`src/rtl/ifetch_unit_if.sv`:
```
// Instruction-memory fetch bus: single outstanding request, req/gnt handshake,
// read data returned one or more cycles after the handshake.
interface ifetch_unit_if;
    logic        im_req;
    logic [31:0] im_addr;
    logic        im_gnt;
    logic        im_rvalid;
    logic [31:0] im_rdata;

    // Fetch unit side
    modport master (
        output im_req,
        output im_addr,
        input  im_gnt,
        input  im_rvalid,
        input  im_rdata
    );

    // Instruction memory side
    modport slave (
        input  im_req,
        input  im_addr,
        output im_gnt,
        output im_rvalid,
        output im_rdata
    );
endinterface

```
`src/rtl/ifetch_unit.sv`:
```
// RV32 instruction-fetch stage: PC register, single-outstanding word fetch,
// IF/ID register with a 1-entry skid buffer for stalls, and redirect handling
// that squashes any stale in-flight response.
module ifetch_unit #(
    parameter logic [31:0] RESET_PC  = 32'h0000_0000,
    parameter logic [31:0] NOP_INSTR = 32'h0000_0013
) (
    input  logic               clk,
    input  logic               rst,
    ifetch_unit_if.master      bus,
    input  logic               stall,
    input  logic               redirect_valid,
    input  logic [31:0]        redirect_pc,
    output logic               if_valid,
    output logic [31:0]        if_pc,
    output logic [31:0]        if_instr
);

    localparam logic [1:0] ST_REQ  = 2'd0;
    localparam logic [1:0] ST_WAIT = 2'd1;
    localparam logic [1:0] ST_DROP = 2'd2;

    logic [1:0]  state;
    logic [31:0] pc;
    logic [31:0] req_pc;

    logic        skid_valid;
    logic [31:0] skid_pc;
    logic [31:0] skid_instr;

    logic        handshake;
    logic        rsp_accept;
    logic        skid_fill;
    logic        ifid_load;

    // Request is masked while the skid holds an instruction or a redirect is
    // retargeting the PC; reset also forces it low asynchronously.
    always_comb begin
        bus.im_req  = (state == ST_REQ) && !skid_valid && !redirect_valid && !rst;
        bus.im_addr = pc;
    end

    // Handshake and response acceptance qualifiers
    always_comb begin
        handshake  = bus.im_req && bus.im_gnt;
        rsp_accept = (state == ST_WAIT) && bus.im_rvalid && !redirect_valid;
        ifid_load  = !stall || !if_valid;
        skid_fill  = rsp_accept && !ifid_load;
    end

    // PC, outstanding-request address and fetch state machine
    always_ff @(posedge clk or posedge rst) begin
        if (rst) begin
            pc     <= RESET_PC;
            req_pc <= '0;
            state  <= ST_REQ;
        end else if (redirect_valid) begin
            pc <= redirect_pc & ~32'd3;
            // A fetch still in flight must have its response thrown away.
            if (state != ST_REQ && !bus.im_rvalid)
                state <= ST_DROP;
            else
                state <= ST_REQ;
        end else begin
            case (state)
                ST_REQ: begin
                    if (handshake) begin
                        pc     <= pc + 32'd4;
                        req_pc <= pc;
                        state  <= ST_WAIT;
                    end
                end
                ST_WAIT: begin
                    if (bus.im_rvalid)
                        state <= ST_REQ;
                end
                ST_DROP: begin
                    if (bus.im_rvalid)
                        state <= ST_REQ;
                end
                default: state <= ST_REQ;
            endcase
        end
    end

    // Skid buffer: catches a response that arrives while decode is stalled
    always_ff @(posedge clk or posedge rst) begin
        if (rst) begin
            skid_valid <= 1'b0;
            skid_pc    <= '0;
            skid_instr <= NOP_INSTR;
        end else if (redirect_valid) begin
            skid_valid <= 1'b0;
        end else if (skid_fill) begin
            skid_valid <= 1'b1;
            skid_pc    <= req_pc;
            skid_instr <= bus.im_rdata;
        end else if (!stall && skid_valid) begin
            skid_valid <= 1'b0;
        end
    end

    // IF/ID register: skid drains first, then a fresh response, else a bubble
    always_ff @(posedge clk or posedge rst) begin
        if (rst) begin
            if_valid <= 1'b0;
            if_pc    <= '0;
            if_instr <= NOP_INSTR;
        end else if (redirect_valid) begin
            if_valid <= 1'b0;
            if_instr <= NOP_INSTR;
        end else if (ifid_load) begin
            if (skid_valid) begin
                if_valid <= 1'b1;
                if_pc    <= skid_pc;
                if_instr <= skid_instr;
            end else if (rsp_accept) begin
                if_valid <= 1'b1;
                if_pc    <= req_pc;
                if_instr <= bus.im_rdata;
            end else begin
                if_valid <= 1'b0;
                if_instr <= NOP_INSTR;
            end
        end
    end

    // Memory must not grant while a redirect masks the request
    a_no_gnt_on_redirect: assert property (@(posedge clk) disable iff (rst)
        !((state == ST_REQ) && redirect_valid && bus.im_gnt));

    // Read data is only legal while a fetch is outstanding or being dropped
    a_no_rvalid_in_req: assert property (@(posedge clk) disable iff (rst)
        !((state == ST_REQ) && bus.im_rvalid));

endmodule

```
`src/flat_wrapper.sv`:
```
// flat-port wrapper written by rule: the top's interface ports become plain ports
module ifetch_unit_flat 
#(
    parameter logic [31:0] RESET_PC  = 32'h0000_0000,
    parameter logic [31:0] NOP_INSTR = 32'h0000_0013
)
  (clk, rst, stall, redirect_valid, redirect_pc, if_valid, if_pc, if_instr, bus_im_req, bus_im_addr, bus_im_gnt, bus_im_rvalid, bus_im_rdata);
  ifetch_unit_if bus_i ();
  input  logic clk;
  input  logic rst;
  input  logic stall;
  input  logic redirect_valid;
  input  logic [31:0] redirect_pc;
  output logic if_valid;
  output logic [31:0] if_pc;
  output logic [31:0] if_instr;
  output wire logic [$bits(bus_i.im_req)-1:0] bus_im_req;
  output wire logic [$bits(bus_i.im_addr)-1:0] bus_im_addr;
  input wire logic [$bits(bus_i.im_gnt)-1:0] bus_im_gnt;
  input wire logic [$bits(bus_i.im_rvalid)-1:0] bus_im_rvalid;
  input wire logic [$bits(bus_i.im_rdata)-1:0] bus_im_rdata;
  assign bus_im_req = bus_i.im_req;
  assign bus_im_addr = bus_i.im_addr;
  assign bus_i.im_gnt = bus_im_gnt;
  assign bus_i.im_rvalid = bus_im_rvalid;
  assign bus_i.im_rdata = bus_im_rdata;
  ifetch_unit #(.RESET_PC(RESET_PC), .NOP_INSTR(NOP_INSTR)) u_core (.clk(clk), .rst(rst), .bus(bus_i), .stall(stall), .redirect_valid(redirect_valid), .redirect_pc(redirect_pc), .if_valid(if_valid), .if_pc(if_pc), .if_instr(if_instr));
endmodule
```
`config.mk`:
```
export PLATFORM = sky130hd
export DESIGN_NAME = ifetch_unit_flat
export DESIGN_NICKNAME = d
export VERILOG_FILES = /design/src/rtl/ifetch_unit_if.sv /design/src/rtl/ifetch_unit.sv /design/src/flat_wrapper.sv
export SDC_FILE = /design/constraint.sdc
export NUM_CORES = 1
export LEC_CHECK = 0
export BUFFER_PORTS_ARGS = -buffer_cell sky130_fd_sc_hd__buf_2
export CAP_MARGIN = 20
export CORE_MARGIN = 2
export CORE_UTILIZATION = 50
export DETAILED_ROUTE_END_ITERATION = 10
export GPL_ROUTABILITY_DRIVEN = 0
export PLACE_DENSITY_LB_ADDON = 0.25
export SLEW_MARGIN = 20
export SYNTH_ARGS = -nofsm -noshare
export SYNTH_HDL_FRONTEND = slang
export SYNTH_SLANG_ARGS = --single-unit
```
`constraint.sdc`:
```
create_clock -name clk -period 7.38 [get_ports clk]
set_clock_uncertainty 0.1 [all_clocks]
set_input_delay 0.738 -clock clk [delete_from_list [all_inputs] [get_ports clk]]
set_output_delay 0.738 -clock clk [all_outputs]
set_load 0.05 [all_outputs]
```
# [Word-level counts from Yosys, hierarchy flattened]
# Index checks and enable logic that the tools add are counted.
[word_totals] register_bits=196 inputBits=70 elab_cells=66
[classes] addsub=1 eq_ne=4 mux=21 bitwise=1 reduce_logical=30
[ops] op="$mux W32" n=9
[ops] op="$add A32 B3 Y32 const B" n=1
[ops] op="$reduce_bool A2 Y1" n=5
[ops] op="$logic_and A1 B1 Y1" n=9
[ops] op="$mux W2" n=4
[ops] op="$logic_not A1 Y1" n=7
[ops] op="$mux W1" n=7
[ops] op="$reduce_and A2 Y1" n=3
[ops] op="$reduce_and A3 Y1" n=2
[ops] op="$pmux W2 S2" n=1
[ops] op="$ne A3 B1 Y1 const B" n=1
[ops] op="$ne A3 B2 Y1 const B" n=1
[ops] op="$reduce_bool A3 Y1" n=1
[ops] op="$eq A2 B1 Y1 const B" n=1
[ops] op="$eq A2 B2 Y1 const B" n=1
[ops] op="$logic_not A2 Y1" n=1
[ops] op="$reduce_or A2 Y1" n=1
[ops] op="$logic_or A1 B1 Y1" n=1
[ops] op="$not A1 Y1" n=1

# [Depth between registers and ports, before layout]
[logic_depth] depth_word=8 ltp_mapped=8

# [Least setup slack after synthesis]
# Ideal clock, no wire load.
[synth_timing] path_kind="input port to flip-flop" startpoint="input redirect_valid" endpoint="register u_core.pc[23] (netlist: u_core.bus.im_addr[23])" arrival_ps=2403 required_ps=7156 slack_ps=4753 path_stages=6 n_path_buf=1 path_cell_list="nor4b_4 > and2_4 > and3_1 > buf_2 > a311oi_1 > a211o_1"
[synth_between] elab_chain_cells=6 word_cells_on_any_way=8
[synth_lines] element="start, declared" line="flat_wrapper.sv:12" rtl="input logic redirect_valid;"
[synth_lines] element="$logic_not A1 Y1" line="ifetch_unit.sv:39" rtl="bus.im_req = (state == ST_REQ) && !skid_valid && !redirect_valid && !rst;"
[synth_lines] element="$logic_and A1 B1 Y1 (2 in series)" line="ifetch_unit.sv:39"
[synth_lines] element="$logic_and A1 B1 Y1" line="ifetch_unit.sv:45" rtl="handshake = bus.im_req && bus.im_gnt;"
[synth_lines] element="$reduce_bool A2 Y1 (no line)"
[synth_lines] element="$reduce_and A2 Y1 (no line)"
[synth_lines] element="end signal, assigned" line="ifetch_unit.sv:58" rtl="pc <= redirect_pc & ~32'd3;"
[synth_lines] element="end signal, assigned" line="ifetch_unit.sv:68" rtl="pc <= pc + 32'd4;"
[synth_lines] element="end, declared" line="ifetch_unit.sv:24" rtl="logic [31:0] pc;"
# Several ways; a longest one is shown, not always the timed one.
# A chain may end at the register's enable or synchronous reset.

# [Worst setup path in the final report]
[layout_timing] startpoint="input redirect_valid" endpoint="register u_core.if_pc[10]"
[layout_between] elab_chain_cells=4 word_cells_on_any_way=5
[layout_lines] element="$logic_not A1 Y1" line="ifetch_unit.sv:46" rtl="rsp_accept = (state == ST_WAIT) && bus.im_rvalid && !redirect_valid;"
[layout_lines] element="$logic_and A1 B1 Y1" line="ifetch_unit.sv:46"
[layout_lines] element="$reduce_bool A2 Y1 (no line)"
[layout_lines] element="$reduce_and A3 Y1 (no line) (*)"
[layout_lines] element="end signal, assigned" line="ifetch_unit.sv:115" rtl="if_pc <= skid_pc;"
[layout_lines] element="end signal, assigned" line="ifetch_unit.sv:119" rtl="if_pc <= req_pc;"
[layout_lines] element="end, declared" line="ifetch_unit.sv:15" rtl="output logic [31:0] if_pc,"
# Every way passes the cells marked *; elsewhere a longest branch is shown, timed or not.

==> results.toml <==
[run_status]
status = "complete, no violations"

[floorplan]
die_h_um = 132
fp.dieArea_um2 = 17500
die_x_um = 132
start_util_pct = 51.5
ios = 168
rows = 46
core_area_um2 = 15900

[critical_path]
crit_required_ps = 7640
worst_ep_arrival_time_ps = 3660
startpoint_type = "input port"
path_class = "in -> reg"
crit_buf_inv = 4
crit_chain = "buf_2 -> buf_4 -> inv_1 -> nand2_1 -> nor2_4 -> buf_4 -> nor2_1 -> a21oi_1"
slowest_delay_ps = 750
critPathMaxFanout = 43
end_kind = "register"
cp_top_family = "simple AND/OR/NAND/NOR gates"
cpMostUsedCell = "buf_4"
crit_slowest_cell = "nand2_1"

[final_layout]
layout_commonest_cell = "dfrtp_1"
nets = 980
n_fill_cell = 1341
syn_to_final_growth_pct = 19.5
multi_input_area_um2 = 3270
n_antenna_cell = 0
layoutNonFillerInstCount = 1136
seq_area_um2 = 4710
mostFrequentLayoutCells = "dfrtp_1, buf_2, nand2_1"
drive_above_1_share_pct = 30.3

[global_routing]
grt_max_degree = 110
antenna_found_initial = 0
grt_pass1_wl_um = 31400
grtUsageTotal_pct = 22.3
grt-ovfl-total = 0
grt_pass1_vias = 5977

[placement]
placed_cells = 1104
portBuffers = 161
post-dp-hpwl_um = 12400

[synth]
synth-seq-cells = 188
synth_area_leader_cell = "dfrtp_1"
netlist_instances = 767
async_flop_share_pct = 100
synth_edf_count = 0
yosysTopAreaCellShare_pct = 55.5
ys.flop_type = "dfrtp_1"
netlist_area_um2 = 8210
synth_warnings = 0
synth.area.top_cells = "dfrtp_1, mux2_2, nand2_1"
ys_seq_area_share_pct = 57.4
ys_types = 56
syn_avg_cell_area_um2 = 10.7

[clock_network]
numCtsBuffers = 17
cts_tree = "built"
cts-htree-levels = 4
clock_sinks = 188
clock_latency_ps = 430
post_cts_resized = 0
cts-root-buf = "clkbuf_16"
clkTransAtPathRegs_ps = 70
hold_buffers = 0
clockBufferDepth = 2
cts_setup_buffers = 0

[routing]
drtAntennaViolNets = 0
wl_met3_um = 1020
first_iter_violations = 406
drc = 0
met1Wirelength_um = 8890
wl_met2_um = 8920
wirelength_um = 19100
wl_per_cell_um = 16.8
top_layer = "met4"
vias = 6225
drt-pass1-iter-count = 4
vias_per_cell = 5.48

[timing]
max-slew-margin-rel_pct = 27.5
setup_violations = 0
fin_tns_setup_ps = 0
report.final.slew_viol_count = 0
rsz0062_at_grt = "no"
max_freq_ghz = 0.294
fin_crit_sh_pct = 46.1
worst_pin_slew_ps = 1090
hold_viol = 0
period_needed_ps = 3400

[job]
cap_violations = 0

[min_path]
hold_path_class = "in -> async"

[power]
power-per-cell-area_nw_per_um2 = 309
vdd_ir_drop_max_mv = 0.180
power.leakage_uw = 0.00470
==> report_power, final <==
part	internal [uW]	switching (uW)	total [uW]
sequential	1170	104	1280
clock	615	400	1010
combinational	177	565	742
total	1970	1070	3030
==> cell usage after synthesis, types with 5 or more instances <==
| master | count |
|---|---|
| nand4_1 | 12 |
| buf_2 | 15 |
| nand3_1 | 10 |
| dfrtp_1 | 182 |
| nor2_1 | 51 |
| dfstp_2 | 6 |
| o21ai_1 | 5 |
| mux2_2 | 63 |
| clkbuf_1 | 29 |
| nand2_1 | 147 |
| nor3_1 | 9 |
| o21ai_0 | 44 |
| o211ai_1 | 6 |
| inv_1 | 11 |
| buf_4 | 5 |
| a22oi_1 | 31 |
| o22ai_1 | 5 |
| and3_1 | 5 |
| mux2i_1 | 32 |
| a21oi_1 | 42 |
==> layer usage <==
metal  up-vias  GRT usage [%]
li1       2972              -
met1      3050           32.5
met2       189           34.5
met3        14           3.88
met4         0           6.52
met5         -              0
==> final timing paths <==
path / start / to / slack [ps] / depth (start not counted)
hold / removal: rst / u_core.skid_instr[3] / 370 / 2
max in group asynchronous: rst / u_core.skid_valid / 5620 / 3
hold reg to reg: u_core.if_instr[18] / u_core.if_instr[18] / 370 / 2
min in group clk: u_core.if_instr[18] / u_core.if_instr[18] / 370 / 2
setup reg to reg: u_core.state[0] / u_core.bus.im_addr[31] / 4450 / 6
setup / recovery: redirect_valid / u_core.if_pc[10] / 3980 / 8
==> per-stage QoR <==
stage	total power [uW]	hold WS, ps	util (%)	setup WS, ps	instance area, um^2
after floorplan	1840	362	-	1440	8220
after global placement	2030	355	57.4	3550	9160
after detailed placement	2040	365	57.4	3490	9160
after CTS	3060	380	61.5	3950	9810
after global routing	3170	399	61.6	3680	9820
final	3030	374	61.6	3980	9820
==> sequential cells by signal, summed over array words and instances, names as in the netlist <==
signal / flops
u_core.if_pc: 30
u_core.skid_instr: 32
u_core.req_pc: 30
u_core.if_valid: 1
u_core.skid_pc: 30
u_core.state: 2
u_core.bus.im_addr: 30
u_core.if_instr: 32
u_core.skid_valid: 1
==> layout make-up <==
class,count,area share [%]
well taps,216,2.75
flip-flops and latches,188,48.0
multi-input cells,521,33.3
repair buffers,168,8.78
inverters,11,0.497
clock inverters,12,2.13
clock buffers,20,4.55
==> cell families (layout without fill, tap and decap cells) <==
family                   after synthesis  after routing  share of synthesized area [%]
AND/OR/NAND/NOR                      253            253                           13.6
flip-flops                           188            188                           57.4
AO/OA/AOI/OAI                        158            158                           11.9
multiplexers                          96             96                           12.7
buffers and inverters                 61            211                           3.24
XOR/XNOR                               7              7                          0.747
adder cells (fa/ha/maj)                3              3                          0.457
other                                  1              4                         0.0457
Power figures use the tool's default switching activity.
